File: src/rtl/tx_lane_scheduler_if.sv
// Lane-side bundle of tx_lane_scheduler: two requester handshakes plus the GTX word output.
// master = requester/observer side, slave = the scheduler.
interface tx_lane_scheduler_if;
  logic [15:0] src0_data;
  logic        src0_valid;
  logic        src0_ready;
  logic [15:0] src1_data;
  logic        src1_valid;
  logic        src1_last;
  logic        src1_ready;
  logic [15:0] txdata;
  logic        txdata_valid;
  logic        sync_active;

  modport master (
    output src0_data, src0_valid, src1_data, src1_valid, src1_last,
    input  src0_ready, src1_ready, txdata, txdata_valid, sync_active
  );

  modport slave (
    input  src0_data, src0_valid, src1_data, src1_valid, src1_last,
    output src0_ready, src1_ready, txdata, txdata_valid, sync_active
  );
endinterface

File: src/rtl/tx_lane_scheduler.sv
// Shares the 16-bit GTX TX lane between a command stream and a framed service stream,
// inserting periodic sync bursts and idle fill. Optional counters: `define TX_LANE_STATS_EN.
module tx_lane_scheduler #(
  parameter int unsigned SYNC_PERIOD = 32,
  parameter int unsigned SYNC_LEN    = 4,
  parameter logic [15:0] SYNC_WORD   = 16'h817E,
  parameter logic [15:0] IDLE_WORD   = 16'hAAAA
) (
  input  logic                  clk,
  input  logic                  rst,
  input  logic                  tx_ready,
  tx_lane_scheduler_if.slave    lane
`ifdef TX_LANE_STATS_EN
  ,
  input  logic                  stats_clr,
  output logic [15:0]           idle_cnt,
  output logic [15:0]           sync_cnt
`endif
);

  typedef enum logic [1:0] {ST_WAIT, ST_SYNC, ST_RUN} state_e;

  localparam int PW = $clog2(SYNC_PERIOD);
  localparam int SW = (SYNC_LEN > 1) ? $clog2(SYNC_LEN) : 1;
  localparam logic [PW-1:0] PERIOD_LAST = PW'(SYNC_PERIOD - 1);
  localparam logic [SW-1:0] SYNC_LAST   = SW'(SYNC_LEN - 1);

  state_e        r_state, w_state_nxt;
  logic [PW-1:0] r_period;
  logic [SW-1:0] r_sync_idx;
  logic          r_prio1, r_frame_lock;
  logic [15:0]   r_txdata;
  logic          r_txdata_valid, r_sync_active;

  logic          w_run, w_grant0, w_grant1, w_hs0, w_hs1;
  logic          w_expire, w_sync_done, w_go_sync;
  logic [15:0]   w_txdata_nxt;
  logic          w_txvalid_nxt, w_sync_nxt;

  // NOTE: sequential state uses non-blocking assignments so every flop samples pre-edge values.
  always_ff @(posedge clk or negedge rst) begin
    if (!rst) r_state <= ST_WAIT;
    else      r_state <= w_state_nxt;
  end

  assign w_expire    = (r_period == PERIOD_LAST);
  assign w_sync_done = (r_sync_idx == SYNC_LAST);
  // A frame that is open (or opens) at expiry defers sync until its last word has gone.
  assign w_go_sync   = w_expire && ((!r_frame_lock && !(w_hs1 && !lane.src1_last)) ||
                                    (w_hs1 && lane.src1_last));

  always_comb begin
    // NOTE: default assignment first so no path through the block leaves a latch behind.
    w_state_nxt = r_state;
    if (!tx_ready) begin
      w_state_nxt = ST_WAIT;
    end else begin
      case (r_state)
        ST_WAIT: w_state_nxt = ST_SYNC;
        ST_SYNC: if (w_sync_done) w_state_nxt = ST_RUN;
        ST_RUN:  if (w_go_sync)   w_state_nxt = ST_SYNC;
        default: w_state_nxt = ST_WAIT;
      endcase
    end
  end

  always_comb begin
    w_run         = (r_state == ST_RUN) && tx_ready;
    w_grant0      = 1'b0;
    w_grant1      = 1'b0;
    if (w_run) begin
      if (r_frame_lock) begin
        w_grant1 = 1'b1;
      end else if (r_prio1) begin
        if (lane.src1_valid)      w_grant1 = 1'b1;
        else if (lane.src0_valid) w_grant0 = 1'b1;
      end else begin
        if (lane.src0_valid)      w_grant0 = 1'b1;
        else if (lane.src1_valid) w_grant1 = 1'b1;
      end
    end
    w_hs0 = w_grant0 && lane.src0_valid;
    w_hs1 = w_grant1 && lane.src1_valid;

    w_txdata_nxt  = IDLE_WORD;
    w_txvalid_nxt = 1'b0;
    w_sync_nxt    = 1'b0;
    if ((r_state == ST_SYNC) && tx_ready) begin
      w_txdata_nxt = SYNC_WORD;
      w_sync_nxt   = 1'b1;
    end else if (w_hs0) begin
      w_txdata_nxt  = lane.src0_data;
      w_txvalid_nxt = 1'b1;
    end else if (w_hs1) begin
      w_txdata_nxt  = lane.src1_data;
      w_txvalid_nxt = 1'b1;
    end
  end

  assign lane.src0_ready   = w_grant0;
  assign lane.src1_ready   = w_grant1;
  assign lane.txdata       = r_txdata;
  assign lane.txdata_valid = r_txdata_valid;
  assign lane.sync_active  = r_sync_active;

  always_ff @(posedge clk or negedge rst) begin
    if (!rst) begin
      r_txdata       <= IDLE_WORD;
      r_txdata_valid <= 1'b0;
      r_sync_active  <= 1'b0;
      r_period       <= '0;
      r_sync_idx     <= '0;
      r_prio1        <= 1'b0;
      r_frame_lock   <= 1'b0;
    end else begin
      r_txdata       <= w_txdata_nxt;
      r_txdata_valid <= w_txvalid_nxt;
      r_sync_active  <= w_sync_nxt;

      if ((r_state == ST_SYNC) && tx_ready && !w_sync_done) r_sync_idx <= r_sync_idx + SW'(1);
      else                                                  r_sync_idx <= '0;

      // Saturates at expiry so a deferred sync fires as soon as the frame closes.
      if (!w_run)         r_period <= '0;
      else if (!w_expire) r_period <= r_period + PW'(1);

      if (!tx_ready) begin
        r_prio1      <= 1'b0;
        r_frame_lock <= 1'b0;
      end else begin
        if (w_hs0) r_prio1 <= 1'b1;
        if (w_hs1) begin
          r_frame_lock <= !lane.src1_last;
          if (lane.src1_last) r_prio1 <= 1'b0;
        end
      end
    end
  end

`ifdef TX_LANE_STATS_EN
  logic [15:0] r_idle_cnt, r_sync_cnt;
  logic        w_idle_evt, w_burst_evt;

  assign w_idle_evt  = w_run && !w_hs0 && !w_hs1;
  assign w_burst_evt = (r_state == ST_SYNC) && tx_ready && w_sync_done;

  always_ff @(posedge clk or negedge rst) begin
    if (!rst) begin
      r_idle_cnt <= '0;
      r_sync_cnt <= '0;
    end else if (stats_clr) begin
      r_idle_cnt <= '0;
      r_sync_cnt <= '0;
    end else begin
      if (w_idle_evt  && (r_idle_cnt != 16'hFFFF)) r_idle_cnt <= r_idle_cnt + 16'd1;
      if (w_burst_evt && (r_sync_cnt != 16'hFFFF)) r_sync_cnt <= r_sync_cnt + 16'd1;
    end
  end

  assign idle_cnt = r_idle_cnt;
  assign sync_cnt = r_sync_cnt;
`endif

endmodule

File: src/flat_wrapper.sv
// flat-port wrapper written by rule: the top's interface ports become plain ports
module tx_lane_scheduler_flat 
#(
  parameter int unsigned SYNC_PERIOD = 32,
  parameter int unsigned SYNC_LEN    = 4,
  parameter logic [15:0] SYNC_WORD   = 16'h817E,
  parameter logic [15:0] IDLE_WORD   = 16'hAAAA
)
  (clk, rst, tx_ready, lane_src0_data, lane_src0_valid, lane_src1_data, lane_src1_valid, lane_src1_last, lane_src0_ready, lane_src1_ready, lane_txdata, lane_txdata_valid, lane_sync_active);
  tx_lane_scheduler_if lane_i ();
  input  logic clk;
  input  logic rst;
  input  logic tx_ready;
  input wire logic [$bits(lane_i.src0_data)-1:0] lane_src0_data;
  input wire logic [$bits(lane_i.src0_valid)-1:0] lane_src0_valid;
  input wire logic [$bits(lane_i.src1_data)-1:0] lane_src1_data;
  input wire logic [$bits(lane_i.src1_valid)-1:0] lane_src1_valid;
  input wire logic [$bits(lane_i.src1_last)-1:0] lane_src1_last;
  output wire logic [$bits(lane_i.src0_ready)-1:0] lane_src0_ready;
  output wire logic [$bits(lane_i.src1_ready)-1:0] lane_src1_ready;
  output wire logic [$bits(lane_i.txdata)-1:0] lane_txdata;
  output wire logic [$bits(lane_i.txdata_valid)-1:0] lane_txdata_valid;
  output wire logic [$bits(lane_i.sync_active)-1:0] lane_sync_active;
  assign lane_i.src0_data = lane_src0_data;
  assign lane_i.src0_valid = lane_src0_valid;
  assign lane_i.src1_data = lane_src1_data;
  assign lane_i.src1_valid = lane_src1_valid;
  assign lane_i.src1_last = lane_src1_last;
  assign lane_src0_ready = lane_i.src0_ready;
  assign lane_src1_ready = lane_i.src1_ready;
  assign lane_txdata = lane_i.txdata;
  assign lane_txdata_valid = lane_i.txdata_valid;
  assign lane_sync_active = lane_i.sync_active;
  tx_lane_scheduler #(.SYNC_PERIOD(SYNC_PERIOD), .SYNC_LEN(SYNC_LEN), .SYNC_WORD(SYNC_WORD), .IDLE_WORD(IDLE_WORD)) u_core (.clk(clk), .rst(rst), .tx_ready(tx_ready), .lane(lane_i));
endmodule
File: config.mk
export PLATFORM = sky130hd
export DESIGN_NAME = tx_lane_scheduler_flat
export DESIGN_NICKNAME = d
export VERILOG_FILES = /design/src/rtl/tx_lane_scheduler_if.sv /design/src/rtl/tx_lane_scheduler.sv /design/src/flat_wrapper.sv
export SDC_FILE = /design/constraint.sdc
export NUM_CORES = 1
export LEC_CHECK = 0
export ABC_AREA = 1
export BUFFER_PORTS_ARGS = -buffer_cell sky130_fd_sc_hd__clkbuf_2
export CAP_MARGIN = 20
export CORE_UTILIZATION = 45
export CTS_CLUSTER_DIAMETER = 40
export DETAILED_ROUTE_END_ITERATION = 10
export GPL_ROUTABILITY_DRIVEN = 1
export PLACE_DENSITY = 0.83
export SLEW_MARGIN = 30
export SYNTH_ARGS = -nofsm -noshare
export SYNTH_HDL_FRONTEND = slang
export SYNTH_SLANG_ARGS = --single-unit
File: constraint.sdc
create_clock -name clk -period 2.98 [get_ports clk]
set_clock_uncertainty 0.15 [all_clocks]
set_input_delay 0.149 -clock clk [delete_from_list [all_inputs] [get_ports clk]]
set_output_delay 0.149 -clock clk [all_outputs]
set_load 0.1 [all_outputs]
==> impl_metrics.env <==
export IMPL_cp_data_arrival_time_ns=2.00
export IMPL_tns_ns=0
export IMPL_tightestPinTransition_ns=0.6885
export IMPL_synth_seq_area_share_pct=56.00
export IMPL_synth_nets=183
export IMPL_period_minus_slack_ns=2.302
export IMPL_routabilityCongestion=0.7632
export IMPL_power_density_mw_per_mm2=430.0
export IMPL_hold_path_class="input pin to register"
export IMPL_syn_cell_area_sq_mm=0.001314
export IMPL_die_h_um=56.03
export IMPL_worstPathRequired_ns=2.68
export IMPL_synth_top_area_cell="dfrtp_1"
export IMPL_grt_pass1_vias=1388
export IMPL_synth_top_family_by_area="simple AND/OR/NAND/NOR gates"
export IMPL_htreeDepth=2
export IMPL_synthMuxAreaShare_pct=0
export IMPL_clk_path_buf_depth=2
export IMPL_fp_dieW_um=56.03
export IMPL_grt_max_degree=30
export IMPL_fin_nets=278
export IMPL_critPathMostFrequentCell="clkbuf_2"
export IMPL_grt_pass1_wl_um=6154
export IMPL_gr_total_overflow=0
export IMPL_synth_xor_xnor_area_share_pct=0
export IMPL_synth_cells=142
export IMPL_synth_simple_area_share_pct=25.71
export IMPL_drive_gt1_share_pct=33.61
export IMPL_worstRegToRegCells=7
export IMPL_rows=19
export IMPL_clk_latency_ns=0.33
export IMPL_numCtsBuffers=5
export IMPL_clock_sinks=29
export IMPL_final_cell_area_sq_mm=0.002001
export IMPL_yosysUniqueCellTypes=20
export IMPL_synthAdderAreaFrac_pct=2.857
export IMPL_grt_setup_unrepaired="false"
export IMPL_drt_iter0_markers=32
export IMPL_outcome="completed"
export IMPL_cp_slowest_cell="dlygate4sd3_1"
export IMPL_track_usage_pct=26.34
export IMPL_path_class="input pin to output port"
export IMPL_wl_per_cell_um=13.96
export IMPL_cts_resized=0
export IMPL_hold_slack_ns=0.1355
export IMPL_hold_depth=4
export IMPL_yosysWarnings=0
export IMPL_start_kind="input pin"
export IMPL_coreArea_sq_mm=0.002758
export IMPL_wl_um=3755
export IMPL_cts_tree="yes"
export IMPL_io_buffers=57
export IMPL_diodes=0
export IMPL_root_buffer="clkbuf_4"
export IMPL_timing_final_crit_share_pct=77.24
export IMPL_path_cells="dlygate4sd3_1 -> clkbuf_2 -> nand3_1 -> a21oi_1 -> clkbuf_2"
export IMPL_hold_violations=0
export IMPL_ant_nets=0
export IMPL_cts_setup_buffers=0
export IMPL_post_dp_cell_area_sq_mm=0.001612
export IMPL_vias=1370
export IMPL_setup_viol=0
export IMPL_power_leakage_nw=1.032
export IMPL_firstDrtPassIters=4
export IMPL_clk_pin_slew_ns=0.08
export IMPL_slew_headroom_pct=54.10
export IMPL_slowest_delay_ns=0.53
export IMPL_clock_fmax_mhz=434.5
export IMPL_yosys_top_cells_area="dfrtp_1, dfstp_2, nand3_1, nand2_1, inv_1"
export IMPL_grt_antenna_before_repair=0
export IMPL_synth_seq_cells=29
export IMPL_synth_top_area_share_pct=40.00
export IMPL_ir_drop_mv=0.4149
export IMPL_holdBufCountCts=34
export IMPL_syn_to_final_growth_pct=52.29
export IMPL_final_max_slew_viol_count=0
export IMPL_start_util_pct=47.64
export IMPL_end_kind="output port"
export IMPL_syn_area_per_cell_sq_um=9.252
export IMPL_synth_compound_area_share_pct=8.190
export IMPL_viasPerCell=5.093
export IMPL_post_dp_hpwl_um=2104
export IMPL_n_fill_cell=176
export IMPL_die_area_sq_mm=0.003139
export IMPL_maxCapViolations=0
export IMPL_cp_max_fo=6
export IMPL_ioPinCount=58
export IMPL_drc=0
## registers in the layout, indices dropped and copies added (netlist names)
register,flops
u_core.lane.txdata,16
u_core.r_period,5
u_core.r_sync_idx,2
u_core.r_state,2
u_core.r_prio1,1
u_core.r_frame_lock,1
u_core.lane.txdata_valid,1
u_core.lane.sync_active,1
## synthesized netlist by cell type (all sizes together)
master / n
inv: 17
o21ai: 12
dfstp: 8
buf: 3
or2: 1
a21oi: 7
nand4: 2
nand3: 18
nor3: 4
nor2: 17
ha: 3
nand2: 27
clkinv: 1
o31a: 1
dfrtp: 21
## placed cells by master (no fill, tap or decap)
master / n
a21oi_1: 7
clkbuf_1: 3
clkbuf_2: 57
clkbuf_4: 5
clkinv_2: 1
dfrtp_1: 21
dfstp_2: 8
dlygate4sd3_1: 34
ha_1: 3
inv_1: 17
nand2_1: 21
nand2_2: 6
nand3_1: 17
nand3_4: 1
nand4_1: 2
nor2_1: 16
nor2_8: 1
nor3_1: 4
o21ai_0: 11
o21ai_2: 1
o31a_1: 1
or2_1: 1
## power breakdown
part,internal (mW),switching [mW],total [mW],leakage [nW]
sequential,0.415,0.00702,0.422,0.370
combinational,0.0658,0.151,0.217,0.635
clock,0.0938,0.128,0.222,0.0265
## cells by family after synthesis
family / after synthesis
buf+inv: 21
compound gates: 20
simple gates: 69
flops: 29
fa+ha+maj: 3
## layout make-up
cell class / instances / area [sq um] / share of cell area [%]
Multi-Input combinational cell: 92 / 483.0 / 24.14
Timing Repair Buffer: 91 / 625.6 / 31.27
Clock buffer: 8 / 48.80 / 2.439
Tap cell: 31 / 38.79 / 1.939
Sequential cell: 29 / 735.7 / 36.77
Inverter: 18 / 68.82 / 3.440
## layer usage
metal / share of wire [%] / vias up / GRT usage, %
li1: - / 651 / -
met1: 39 / 640 / 29.68
met2: 49 / 69 / 42.52
met3: 9.7 / 10 / 13.02
met4: 1.8 / 0 / 10.80
met5: 0 / - / 0
## worst paths after layout
path / end / startpoint / slack, ns
worst min register to register: u_core.r_sync_idx[0]$_DFF_PN0_ / u_core.r_sync_idx[0]$_DFF_PN0_ / 0.29
max in group asynchronous: u_core.lane.txdata[8]$_DFF_PN0_ / rst / 1.99
min in group asynchronous: u_core.lane.txdata[10]$_DFF_PN0_ / rst / 0.24
worst max-delay path: lane_src1_ready / tx_ready / 0.68
worst max register to register: u_core.lane.txdata[3]$_DFF_PN1_ / u_core.r_state[0]$_DFFE_PN0P_ / 0.75
worst min-delay path: u_core.r_prio1$_DFF_PN0_ / lane_src1_last / 0.14
## stage by stage
| stage | util (%) | setup slack (ns) | std cells | total power, mW |
|---|---|---|---|---|
| 2_1_floorplan | - | 0.2522 | 142 | 0.5555 |
| 3_3_place_gp | 58.44 | 1.180 | 227 | 0.6048 |
| 3_5_place_dp | 58.44 | 1.141 | 227 | 0.6069 |
| 4_1_cts | 72.55 | 0.7316 | 269 | 0.8577 |
| 5_1_grt | 72.55 | 0.5384 | 269 | 0.8994 |
| 6_report | 72.55 | 0.6783 | 269 | 0.8603 |
## worst max-delay path, delay by kind of cell
family | cells | cell delay (ns)
compound gates | 1 | 0.40
simple gates | 1 | 0.21
buf+inv | 3 | 1.23
(Power assumes the default switching activity.)
